### src/rtl/ps2_ascii_source.sv
// PS/2 keyboard receiver with a scan-code-set-2 to ASCII decoder.
// Turns PS/2 frames into one-cycle ASCII strobes for a character display.
//
// Ports:
//   clk_25M   - system clock, the only clock domain
//   rst       - synchronous, active-high reset
//   ps2_clk   - asynchronous PS/2 clock line from the keyboard
//   ps2_data  - asynchronous PS/2 data line from the keyboard
//   ascii     - decoded character; holds its last value between strobes
//   ascii_val - one-cycle strobe qualifying ascii (no backpressure)
//   frame_err - one-cycle pulse on start, parity, stop or timeout error
module ps2_ascii_source #(
    parameter int unsigned p_timeout_cycles = 25000
) (
    input  logic       clk_25M,
    input  logic       rst,
    input  logic       ps2_clk,
    input  logic       ps2_data,
    output logic [7:0] ascii,
    output logic       ascii_val,
    output logic       frame_err
);

    localparam int unsigned TMO_W = $clog2(p_timeout_cycles + 1);
    localparam logic [TMO_W-1:0] TMO_LAST = TMO_W'(p_timeout_cycles - 1);

    typedef enum logic [1:0] {
        ST_IDLE,
        ST_DATA,
        ST_PARITY,
        ST_STOP
    } state_e;

    state_e           state_q;
    logic [1:0]       clk_sync_q;
    logic [1:0]       data_sync_q;
    logic             clk_prev_q;
    logic [2:0]       bit_cnt_q;
    logic [7:0]       shift_q;
    logic             parity_q;
    logic [TMO_W-1:0] tmo_q;
    logic             break_pend_q;
    logic             ext_pend_q;
    logic             shift_l_q;
    logic             shift_r_q;
    logic [7:0]       ascii_q;
    logic             ascii_val_q;
    logic             frame_err_q;

    logic       fall_c;
    logic       bit_c;
    logic       parity_ok_c;
    logic [7:0] map_char_c;
    logic       map_hit_c;
    logic       map_letter_c;
    logic [7:0] out_char_c;

    // Falling edge of the synchronized PS/2 clock; data is sampled only here.
    assign fall_c      = clk_prev_q & ~clk_sync_q[1];
    assign bit_c       = data_sync_q[1];
    assign parity_ok_c = ^{shift_q, parity_q};

    // Make-code lookup for scan code set 2; 8'h00 means unmapped.
    always_comb begin
        map_char_c = 8'h00;
        case (shift_q)
            8'h1C: map_char_c = 8'h61;  // a
            8'h32: map_char_c = 8'h62;  // b
            8'h21: map_char_c = 8'h63;  // c
            8'h23: map_char_c = 8'h64;  // d
            8'h24: map_char_c = 8'h65;  // e
            8'h2B: map_char_c = 8'h66;  // f
            8'h34: map_char_c = 8'h67;  // g
            8'h33: map_char_c = 8'h68;  // h
            8'h43: map_char_c = 8'h69;  // i
            8'h3B: map_char_c = 8'h6A;  // j
            8'h42: map_char_c = 8'h6B;  // k
            8'h4B: map_char_c = 8'h6C;  // l
            8'h3A: map_char_c = 8'h6D;  // m
            8'h31: map_char_c = 8'h6E;  // n
            8'h44: map_char_c = 8'h6F;  // o
            8'h4D: map_char_c = 8'h70;  // p
            8'h15: map_char_c = 8'h71;  // q
            8'h2D: map_char_c = 8'h72;  // r
            8'h1B: map_char_c = 8'h73;  // s
            8'h2C: map_char_c = 8'h74;  // t
            8'h3C: map_char_c = 8'h75;  // u
            8'h2A: map_char_c = 8'h76;  // v
            8'h1D: map_char_c = 8'h77;  // w
            8'h22: map_char_c = 8'h78;  // x
            8'h35: map_char_c = 8'h79;  // y
            8'h1A: map_char_c = 8'h7A;  // z
            8'h45: map_char_c = 8'h30;  // 0
            8'h16: map_char_c = 8'h31;  // 1
            8'h1E: map_char_c = 8'h32;  // 2
            8'h26: map_char_c = 8'h33;  // 3
            8'h25: map_char_c = 8'h34;  // 4
            8'h2E: map_char_c = 8'h35;  // 5
            8'h36: map_char_c = 8'h36;  // 6
            8'h3D: map_char_c = 8'h37;  // 7
            8'h3E: map_char_c = 8'h38;  // 8
            8'h46: map_char_c = 8'h39;  // 9
            8'h29: map_char_c = 8'h20;  // space
            8'h5A: map_char_c = 8'h0A;  // enter
            8'h66: map_char_c = 8'h08;  // backspace
            default: map_char_c = 8'h00;
        endcase
    end

    assign map_hit_c    = (map_char_c != 8'h00);
    assign map_letter_c = (map_char_c >= 8'h61) && (map_char_c <= 8'h7A);
    // Only letters respond to shift.
    assign out_char_c   = (map_letter_c && (shift_l_q || shift_r_q)) ?
                          (map_char_c - 8'h20) : map_char_c;

    // Synchronizers, frame FSM, timeout and decoder flags.
    always_ff @(posedge clk_25M) begin
        if (rst) begin
            state_q      <= ST_IDLE;
            clk_sync_q   <= 2'b11;
            data_sync_q  <= 2'b11;
            clk_prev_q   <= 1'b1;
            bit_cnt_q    <= 3'd0;
            shift_q      <= 8'h00;
            parity_q     <= 1'b0;
            tmo_q        <= '0;
            break_pend_q <= 1'b0;
            ext_pend_q   <= 1'b0;
            shift_l_q    <= 1'b0;
            shift_r_q    <= 1'b0;
            ascii_q      <= 8'h00;
            ascii_val_q  <= 1'b0;
            frame_err_q  <= 1'b0;
        end else begin
            ascii_val_q <= 1'b0;
            frame_err_q <= 1'b0;
            clk_sync_q  <= {clk_sync_q[0], ps2_clk};
            data_sync_q <= {data_sync_q[0], ps2_data};
            clk_prev_q  <= clk_sync_q[1];

            // Inter-edge timeout: abandon a stalled frame.
            if (fall_c) begin
                tmo_q <= '0;
            end else if (state_q != ST_IDLE) begin
                if (tmo_q == TMO_LAST) begin
                    state_q     <= ST_IDLE;
                    tmo_q       <= '0;
                    frame_err_q <= 1'b1;
                end else begin
                    tmo_q <= tmo_q + TMO_W'(1);
                end
            end

            if (fall_c) begin
                case (state_q)
                    ST_IDLE: begin
                        if (!bit_c) begin
                            state_q   <= ST_DATA;
                            bit_cnt_q <= 3'd0;
                        end else begin
                            frame_err_q <= 1'b1;
                        end
                    end
                    ST_DATA: begin
                        shift_q   <= {bit_c, shift_q[7:1]};
                        bit_cnt_q <= bit_cnt_q + 3'd1;
                        if (bit_cnt_q == 3'd7) begin
                            state_q <= ST_PARITY;
                        end
                    end
                    ST_PARITY: begin
                        parity_q <= bit_c;
                        state_q  <= ST_STOP;
                    end
                    ST_STOP: begin
                        state_q <= ST_IDLE;
                        if (bit_c && parity_ok_c) begin
                            if (shift_q == 8'hF0) begin
                                break_pend_q <= 1'b1;
                            end else if (shift_q == 8'hE0) begin
                                ext_pend_q <= 1'b1;
                            end else begin
                                break_pend_q <= 1'b0;
                                ext_pend_q   <= 1'b0;
                                if (shift_q == 8'h12) begin
                                    shift_l_q <= ~break_pend_q;
                                end else if (shift_q == 8'h59) begin
                                    shift_r_q <= ~break_pend_q;
                                end else if (!break_pend_q && !ext_pend_q && map_hit_c) begin
                                    ascii_q     <= out_char_c;
                                    ascii_val_q <= 1'b1;
                                end
                            end
                        end else begin
                            frame_err_q <= 1'b1;
                        end
                    end
                    default: state_q <= ST_IDLE;
                endcase
            end
        end
    end

    assign ascii     = ascii_q;
    assign ascii_val = ascii_val_q;
    assign frame_err = frame_err_q;

endmodule

### config.mk
export PLATFORM = sky130hd
export DESIGN_NAME = ps2_ascii_source
export DESIGN_NICKNAME = d
export VERILOG_FILES = /design/src/rtl/ps2_ascii_source.sv
export SDC_FILE = /design/constraint.sdc
export NUM_CORES = 1
export LEC_CHECK = 0
export CORE_MARGIN = 2
export CORE_UTILIZATION = 40
export CTS_CLUSTER_SIZE = 8
export DETAILED_ROUTE_END_ITERATION = 12
export PLACE_DENSITY = 0.64
export SETUP_SLACK_MARGIN = 0.3
export SLEW_MARGIN = 20
export SYNTH_ARGS = -nofsm -noshare
export SYNTH_HDL_FRONTEND = slang
export SYNTH_SLANG_ARGS = --single-unit
export TNS_END_PERCENT = 5
### constraint.sdc
create_clock -name clk_25M -period 7.4 [get_ports clk_25M]
set_input_delay 1.48 -clock clk_25M [delete_from_list [all_inputs] [get_ports clk_25M]]
set_output_delay 1.48 -clock clk_25M [all_outputs]
set_load 0.005 [all_outputs]
==> flow_summary.rst, run 1 <==
.. list-table::
   :header-rows: 1

   * - Metric
     - Value
   * - Routability congestion estimate
     - 0.948
   * - Avg Cell Area, Syn
     - around 8.2 µm²
   * - Count of antenna-violating nets left after detailed routing
     - 0
   * - Power density of the placed cells
     - 142 nW/µm²
   * - Latest clock arrival within the worst-skew pair
     - 0.31 ns
   * - Antenna cells
     - 0
   * - Cells taking the most area after synthesis
     - dfxtp_1 32%, ha_1 5.8%, mux2i_1 4.9%, a21oi_1 4.8%, nor2_1 4.2%
   * - Global-route congestion overflow total
     - 0
   * - Critical path data arrival time
     - 3.90 ns
   * - CTS Hold Bufs
     - 0
   * - Syn Nets
     - 438
   * - CP startpoint kind
     - input pin
   * - Post-layout min period
     - about 3.7 ns
   * - Portion of the post-synthesis area used by sequential elements
     - roughly a third
   * - Area grow syn2layout
     - 6.89%
   * - Endpoint of the worst hold path
     - clk_sync_q[1]$_SDFF_PP1_
   * - Area of the die
     - ~9400 µm²
   * - Pin count of the biggest net entering global routing
     - 54
   * - Worst Path Class, Setup
     - input pin to flip-flop
   * - Gr usage total
     - 16.0%
   * - Clock Power Share
     - a little over 40%
   * - Synthesized-area fraction occupied by adder cells
     - 5.81%
   * - Vias in the first global route
     - 2726
   * - Switching power
     - 0.112 mW
   * - Number of gates resized after cts
     - 0
   * - R2R setup slack
     - 3.72 ns
   * - Standard-cell rows
     - 33
   * - Remaining max-slew budget at the tightest pin
     - 39.2%
   * - Startpoint of the most critical register-to-register path
     - state_q[1]$_SDFF_PP0_
   * - Core area
     - between 8000 and 9000 µm²
   * - Share of flip-flops with an asynchronous set or reset after synthesis
     - 0%
   * - Highest clock frequency the design can meet
     - between 0.2 and 0.3 GHz
   * - Number of buffers added by the clock tree synthesis step
     - 5
   * - Worst clock skew
     - around 0.0057 ns
   * - Power Internal
     - between 0.4 and 0.5 mW
   * - Die extent in y
     - 96.9 µm
   * - Worst hold path cell count
     - 1
   * - Maximum cell stage delay along the critical path
     - roughly 0.49 ns
   * - Switching part of the total power
     - 21.3%
   * - Cell with the biggest individual delay on the critical path
     - a21oi_1
   * - Max IR drop VDD
     - 0.0000774 V
   * - Final Slew Violations
     - 0
   * - CP max FO
     - 53
   * - Hold Path Class
     - flip-flop to flip-flop
   * - Ratio of final minimum period to clock period
     - ~50%
   * - Clock buffer depth
     - 2
   * - Die X
     - 96.9 µm
   * - Max-capacitance violation count
     - 0
   * - Total number of yosys warnings
     - 0
   * - Final setup TNS
     - 0 ns
   * - Cell breakdown of the critical path
     - buf_2 > a21oi_1 > inv_1 > ha_1 > nor2b_1 > and2_1 > o41ai_1 > a211oi_1 > o22a_1
   * - CP required
     - 7.60 ns
   * - 1st-iter DRT viols
     - 219
   * - Post-DR wirelength/cell
     - about 15 µm
   * - Total length of routed wires
     - 7570 µm
   * - Cell accounting for the most synthesized area
     - dfxtp_1
   * - Commonest cells after routing, fill and taps aside
     - 55 x dfxtp_1, 39 x nor2_1, 33 x a21oi_1
   * - Count of clock tree sinks
     - 55
   * - Combinational family with the most area after synthesis
     - simple AND/OR/NAND/NOR gates
   * - P_leak
     - 1.31 nW
   * - Effective utilization at floorplan
     - roughly two fifths
   * - Setup repair after global routing missed its margin
     - false
   * - TritonCTS clock tree
     - built
   * - Number of antenna violations at the first check in global routing
     - 0
   * - Synthesized-area fraction occupied by ao, oa, aoi and oai cells
     - 18.8%
   * - Count of final hold-check violations
     - 0
   * - Portion of total power attributed to combinational logic
     - 2.7%
   * - Root buffer selected by CTS
     - clkbuf_8
   * - Multiplexer share of the synthesized area
     - under 10%
   * - Layout cell share with drive strength beyond 1
     - 8.01%
   * - Type of destination of the critical path
     - flip-flop
   * - Number of iterations in the first detailed-routing pass
     - 5
   * - DRC violation count after routing
     - 0
   * - Ports placed on the boundary
     - 14
   * - Yosys top cell area share
     - 31.9%
   * - Input/output buffers
     - 13
   * - Netlist area before placement
     - 3450 µm²
   * - Slew of the pin with the lowest slew margin
     - 0.912 ns
   * - Final Net Count
     - 431
   * - Final core occ
     - 44.4%
   * - Gate Count Post-Synth
     - 418
   * - Post-CTS Setup Repair Bufs
     - 0
   * - Final setup fails
     - 0
   * - Reg power frac
     - about 57%
   * - Synth Area in XOR/XNOR
     - 5.15%
   * - Hpwl dp
     - 5360 µm
   * - Most used flip-flop cell after synthesis
     - dfxtp_1
   * - Vias post-DR
     - 2957
   * - First-pass GRT wire length
     - 12900 µm
   * - Routed via count divided by cell count
     - 5.72
   * - HP Start
     - clk_sync_q[0]$_SDFF_PP1_
   * - Leading cell type in the layout, fill and taps excluded
     - dfxtp_1
   * - Clock-pin slew on the worst setup and hold paths
     - 0.10 ns
   * - Outcome
     - complete, no violations
   * - Yosys cell types
     - 66
   * - Post-synthesis sequential element count
     - 55
   * - Number of levels the H-tree was split into
     - 2
   * - Number of cells on the worst reg-to-reg path
     - 12
   * - EDFF count, synth
     - 0
   * - Area fraction in and, or, nand and nor cells after synthesis
     - 26.0%
[layout make-up]
cell class | instances | area (µm²)
clock inverters | 2 | 38.8
multi-input cells | 321 | 2150
repair buffers | 13 | 125
fillers | 806 | 4610
inverters | 15 | 56.3
flip-flops and latches | 55 | 1100
clock buffers | 6 | 82.6
well taps | 105 | 131
[cells in the mapped netlist (all sizes together) (5+ instances only)]
cell type  instances
a211oi             5
a21oi             33
a31oi              8
buf               13
clkbuf            14
dfxtp             55
ha                16
inv               13
mux2i             18
nand2             32
nand2b            10
nand3             16
nand4              5
nor2              40
nor2b              6
nor3               6
o21ai             19
or2               10
or3                8
xnor2              6
xor2               9
[cells by family after synthesis]
logic type / after synthesis
buffers and inverters: 42
flip-flops: 55
adder cells (fa/ha/maj): 16
AO/OA/AOI/OAI: 102
AND/OR/NAND/NOR: 164
multiplexers: 22
XOR/XNOR: 17
[power by group through the flow]
stage,combinational [mW],clock [mW],sequential [mW]
3_5_place_dp,0.0142,0,0.305
5_1_grt,0.0155,0.230,0.299
6_report,0.0141,0.212,0.299
2_1_floorplan,0.0104,0,0.305
4_1_cts,0.0141,0.218,0.299
3_3_place_gp,0.0141,0,0.305
[routing by layer]
layer / global-route usage, % / routed length [µm] / vias to the layer above
met5: 0 / 0 / -
met4: 5.63 / 192 / 0
met3: 2.96 / 369 / 24
met2: 25.4 / 3390 / 101
met1: 21.8 / 3620 / 1350
li1: - / - / 1482
[worst max path at each step]
| stage | cells after the start | startpoint | slack [ns] | end |
|---|---|---|---|---|
| finish | 9 | rst | 3.70 | flip-flop |
| global route | 12 | state_q[1]$_SDFF_PP0_ | 3.45 | flip-flop |
| CTS | 9 | rst | 3.74 | flip-flop |
| detailed placement | 9 | rst | 3.40 | flip-flop |
| global placement | 9 | rst | 3.50 | flip-flop |
| floorplan | 10 | rst | 3.72 | flip-flop |
[through the flow]
stage | instance area (µm²) | hold slack (ns) | setup slack (ns) | total power [mW] | instances
after CTS | 3690 | 0.417 | 3.74 | 0.531 | 517
after global placement | 3560 | 0.393 | 3.50 | 0.319 | 509
after global routing | 3690 | 0.446 | 3.45 | 0.544 | 517
final | 3690 | 0.415 | 3.70 | 0.525 | 517
after floorplan | 3450 | 0.389 | 3.72 | 0.315 | 418
after detailed placement | 3560 | 0.393 | 3.40 | 0.320 | 509
[worst max-delay path: cells and delay by family]
kind            cells  cell delay, ns
simple gates        2            0.38
fa+ha+maj           1            0.30
buf+inv             2            0.54
compound gates      4            1.18
Note: power is estimated with default switching activity, not from simulation.
==> inputs of run 2 (changes only) <==
==> constraint.sdc (replaced) <==
create_clock -name clk_25M -period 3.8 [get_ports clk_25M]
set_input_delay 0.76 -clock clk_25M [delete_from_list [all_inputs] [get_ports clk_25M]]
set_output_delay 0.76 -clock clk_25M [all_outputs]
set_load 0.005 [all_outputs]
==> flow_summary.rst, run 2 (synthesized netlist as in run 1, its figures left out) <==
.. list-table::
   :header-rows: 1

   * - Metric
     - Value
   * - CP max FO
     - 10 (-81%)
   * - Leading cell type in the layout, fill and taps excluded
     - dfxtp_1
   * - Cell with the biggest individual delay on the critical path
     - dfxtp_1
   * - Final setup TNS
     - 0 ns (unchanged)
   * - DRC violation count after routing
     - 0 (unchanged)
   * - Number of iterations in the first detailed-routing pass
     - 6 (+1)
   * - Total length of routed wires
     - 8020 µm (+5.9%)
   * - Number of instances in the placed design
     - 514 (+0.98%)
   * - Cell breakdown of the critical path
     - inv_1 > ha_1 > and3b_1 > nand2_1 > a21oi_1 > inv_1 > ha_1 > nor2b_1 > and2_1 > o41ai_1 > a211oi_1 > o22a_1
   * - Vias post-DR
     - 3025 (+2.3%)
   * - Maximum cell stage delay along the critical path
     - 0.36 ns (-0.13 ns)
   * - Post-CTS Setup Repair Bufs
     - 0 (unchanged)
   * - Worst Path Class, Setup
     - flip-flop to flip-flop
   * - Count of clock tree sinks
     - 55 (unchanged)
   * - Startpoint of the most critical register-to-register path
     - state_q[1]$_SDFF_PP0_
   * - Hpwl dp
     - 5800 µm (+8.1%)
   * - Post-layout min period
     - 3.20 ns
   * - Post-DR wirelength/cell
     - 15.4 µm (+4.9%)
   * - Routed via count divided by cell count
     - 5.80 (+1.3%)
   * - Filler cells
     - 821 (+1.9%)
   * - Hold Path Class
     - flip-flop to flip-flop
   * - Setup repair after global routing missed its margin
     - false
   * - P_leak
     - 1.32 nW (+0.84%)
   * - Max-capacitance violation count
     - 0 (unchanged)
   * - Remaining max-slew budget at the tightest pin
     - 51.0% (+12 points)
   * - First-pass GRT wire length
     - 13400 µm (+4.1%)
   * - Final Net Count
     - 436 (+1.2%)
   * - Clock buffer depth
     - 2 (unchanged)
   * - Critical path data arrival time
     - 3.41 ns (-0.49 ns)
   * - TritonCTS clock tree
     - built
   * - Max IR drop VDD
     - 0.000129 V (+66%)
   * - Ports placed on the boundary
     - 14 (unchanged)
   * - Power density of the placed cells
     - 260 nW/µm² (+82%)
   * - Root buffer selected by CTS
     - clkbuf_8
   * - Worst hold path cell count
     - 1 (unchanged)
   * - CP required
     - 4.01 ns (-3.59 ns)
   * - Routability congestion estimate
     - 1.02 (+7.4%)
   * - Outcome
     - complete, no violations
   * - Antenna cells
     - 0 (unchanged)
   * - Core area
     - 8300 µm² (unchanged)
   * - Number of cells on the worst reg-to-reg path
     - 12 (unchanged)
   * - Number of buffers added by the clock tree synthesis step
     - 5 (unchanged)
   * - Count of antenna-violating nets left after detailed routing
     - 0 (unchanged)
   * - Layout cell share with drive strength beyond 1
     - 9.11% (+1.1 points)
   * - Number of levels the H-tree was split into
     - 2 (unchanged)
   * - Slew of the pin with the lowest slew margin
     - 0.735 ns (-0.177 ns)
   * - Vias in the first global route
     - 2786 (+2.2%)
   * - Endpoint of the worst hold path
     - clk_sync_q[1]$_SDFF_PP1_
   * - Area of the die
     - 9380 µm² (unchanged)
   * - Standard-cell rows
     - 33 (unchanged)
   * - Global-route congestion overflow total
     - 0 (unchanged)
   * - Input/output buffers
     - 13 (unchanged)
   * - Die extent in y
     - 96.9 µm (unchanged)
   * - Ratio of final minimum period to clock period
     - 84.2%
   * - Worst clock skew
     - 0.00806 ns (+0.00237 ns)
   * - Non-Filler Instances
     - 522 (+0.97%)
   * - Footprint of the flip-flops and latches
     - 1100 µm² (unchanged)
   * - Type of destination of the critical path
     - flip-flop
   * - CP startpoint kind
     - flip-flop
   * - Clock-pin slew on the worst setup and hold paths
     - 0.10 ns (about the same)
   * - Final Slew Violations
     - 0 (unchanged)
   * - Pin count of the biggest net entering global routing
     - 40 (-26%)
   * - Number of antenna violations at the first check in global routing
     - 0 (unchanged)
   * - CTS Hold Bufs
     - 0 (unchanged)
   * - Die X
     - 96.9 µm (unchanged)
   * - R2R setup slack
     - 0.60 ns (-3.12 ns)
   * - Count of final hold-check violations
     - 0 (unchanged)
   * - Gr usage total
     - 17.0% (+0.96 points)
   * - Commonest cells after routing, fill and taps aside
     - 55 x dfxtp_1, 39 x nor2_1, 33 x a21oi_1
   * - Area grow syn2layout
     - 7.33%
   * - HP Start
     - clk_sync_q[0]$_SDFF_PP1_
   * - Highest clock frequency the design can meet
     - 0.312 GHz
   * - Latest clock arrival within the worst-skew pair
     - 0.31 ns (about the same)
   * - Multi-input gate area in the final layout
     - 2150 µm² (unchanged)
   * - 1st-iter DRT viols
     - 360 (+64%)
   * - Number of gates resized after cts
     - 0 (unchanged)
   * - Final setup fails
     - 0 (unchanged)
   * - Effective utilization at floorplan
     - 41.5% (unchanged)
-- run 2: cell types whose count changed in the layout (fill, tap and decap cells not counted), sizes merged --
cell | previous run | this run
clkinv | 2 | 3
clkinvlp | 0 | 1
buf | 1 | 6
inv | 14 | 13
bufinv | 1 | 0
-- run 2: cell type report --
cell class | count | area share [%]
clock inverters | 2 | 0.439
multi-input cells | 321 | 58.1
inverters | 15 | 1.52
flip-flops and latches | 55 | 29.7
clock buffers | 6 | 2.23
well taps | 105 | 3.55
repair buffers | 18 | 4.39
-- run 2: critical path, delay by kind of cell, from the launching register on --
family | cells | cell delay, ns
AOI/OAI and AO/OA | 4 | 1.05
buffers and inverters | 2 | 0.26
adders and majority gates | 2 | 0.66
and+or+nand+nor | 4 | 0.77
DFF | 1 | 0.36
-- run 2: how the worst max path moves through the flow --
stage / startpoint / to / slack (ns)
after CTS: state_q[1]$_SDFF_PP0_ / flip-flop / 0.62
after global routing: state_q[1]$_SDFF_PP0_ / flip-flop / 0.31
after detailed placement: state_q[1]$_SDFF_PP0_ / flip-flop / 0.64
after global placement: state_q[1]$_SDFF_PP0_ / flip-flop / 0.75
after floorplan: rst / flip-flop / 0.84
final: state_q[1]$_SDFF_PP0_ / flip-flop / 0.60
-- run 2: layer usage --
layer	vias up	GRT usage [%]	part of all wire (%)	wire [µm]
met5	-	0	0	0
met4	0	5.31	1.9	155
met3	19	2.10	5.0	403
met2	118	28.4	46	3690
met1	1397	22.8	47	3770
li1	1491	-	-	-
-- run 2: metrics by stage --
step                      power, mW  instance area [µm²]  setup slack, ns  utilization [%]  hold WS [ns]
final                         0.961                 3700            0.599             44.6         0.417
after global routing          0.995                 3700            0.310             44.6         0.430
after CTS                     0.977                 3700            0.618             44.6         0.421
after detailed placement      0.624                 3600            0.635             43.4         0.396
after global placement        0.623                 3600            0.752             43.4         0.393
after floorplan               0.614                 3450            0.836                -         0.389
-- run 2: power breakdown --
group | total (mW) | switching, mW | leakage [nW] | internal (mW)
Clock | 0.350 | 0.201 | 0.0474 | 0.149
Sequential | 0.581 | 0.00240 | 0.444 | 0.579
Combinational | 0.0288 | 0.0201 | 0.828 | 0.00876
Total | 0.961 | 0.223 | 1.32 | 0.737
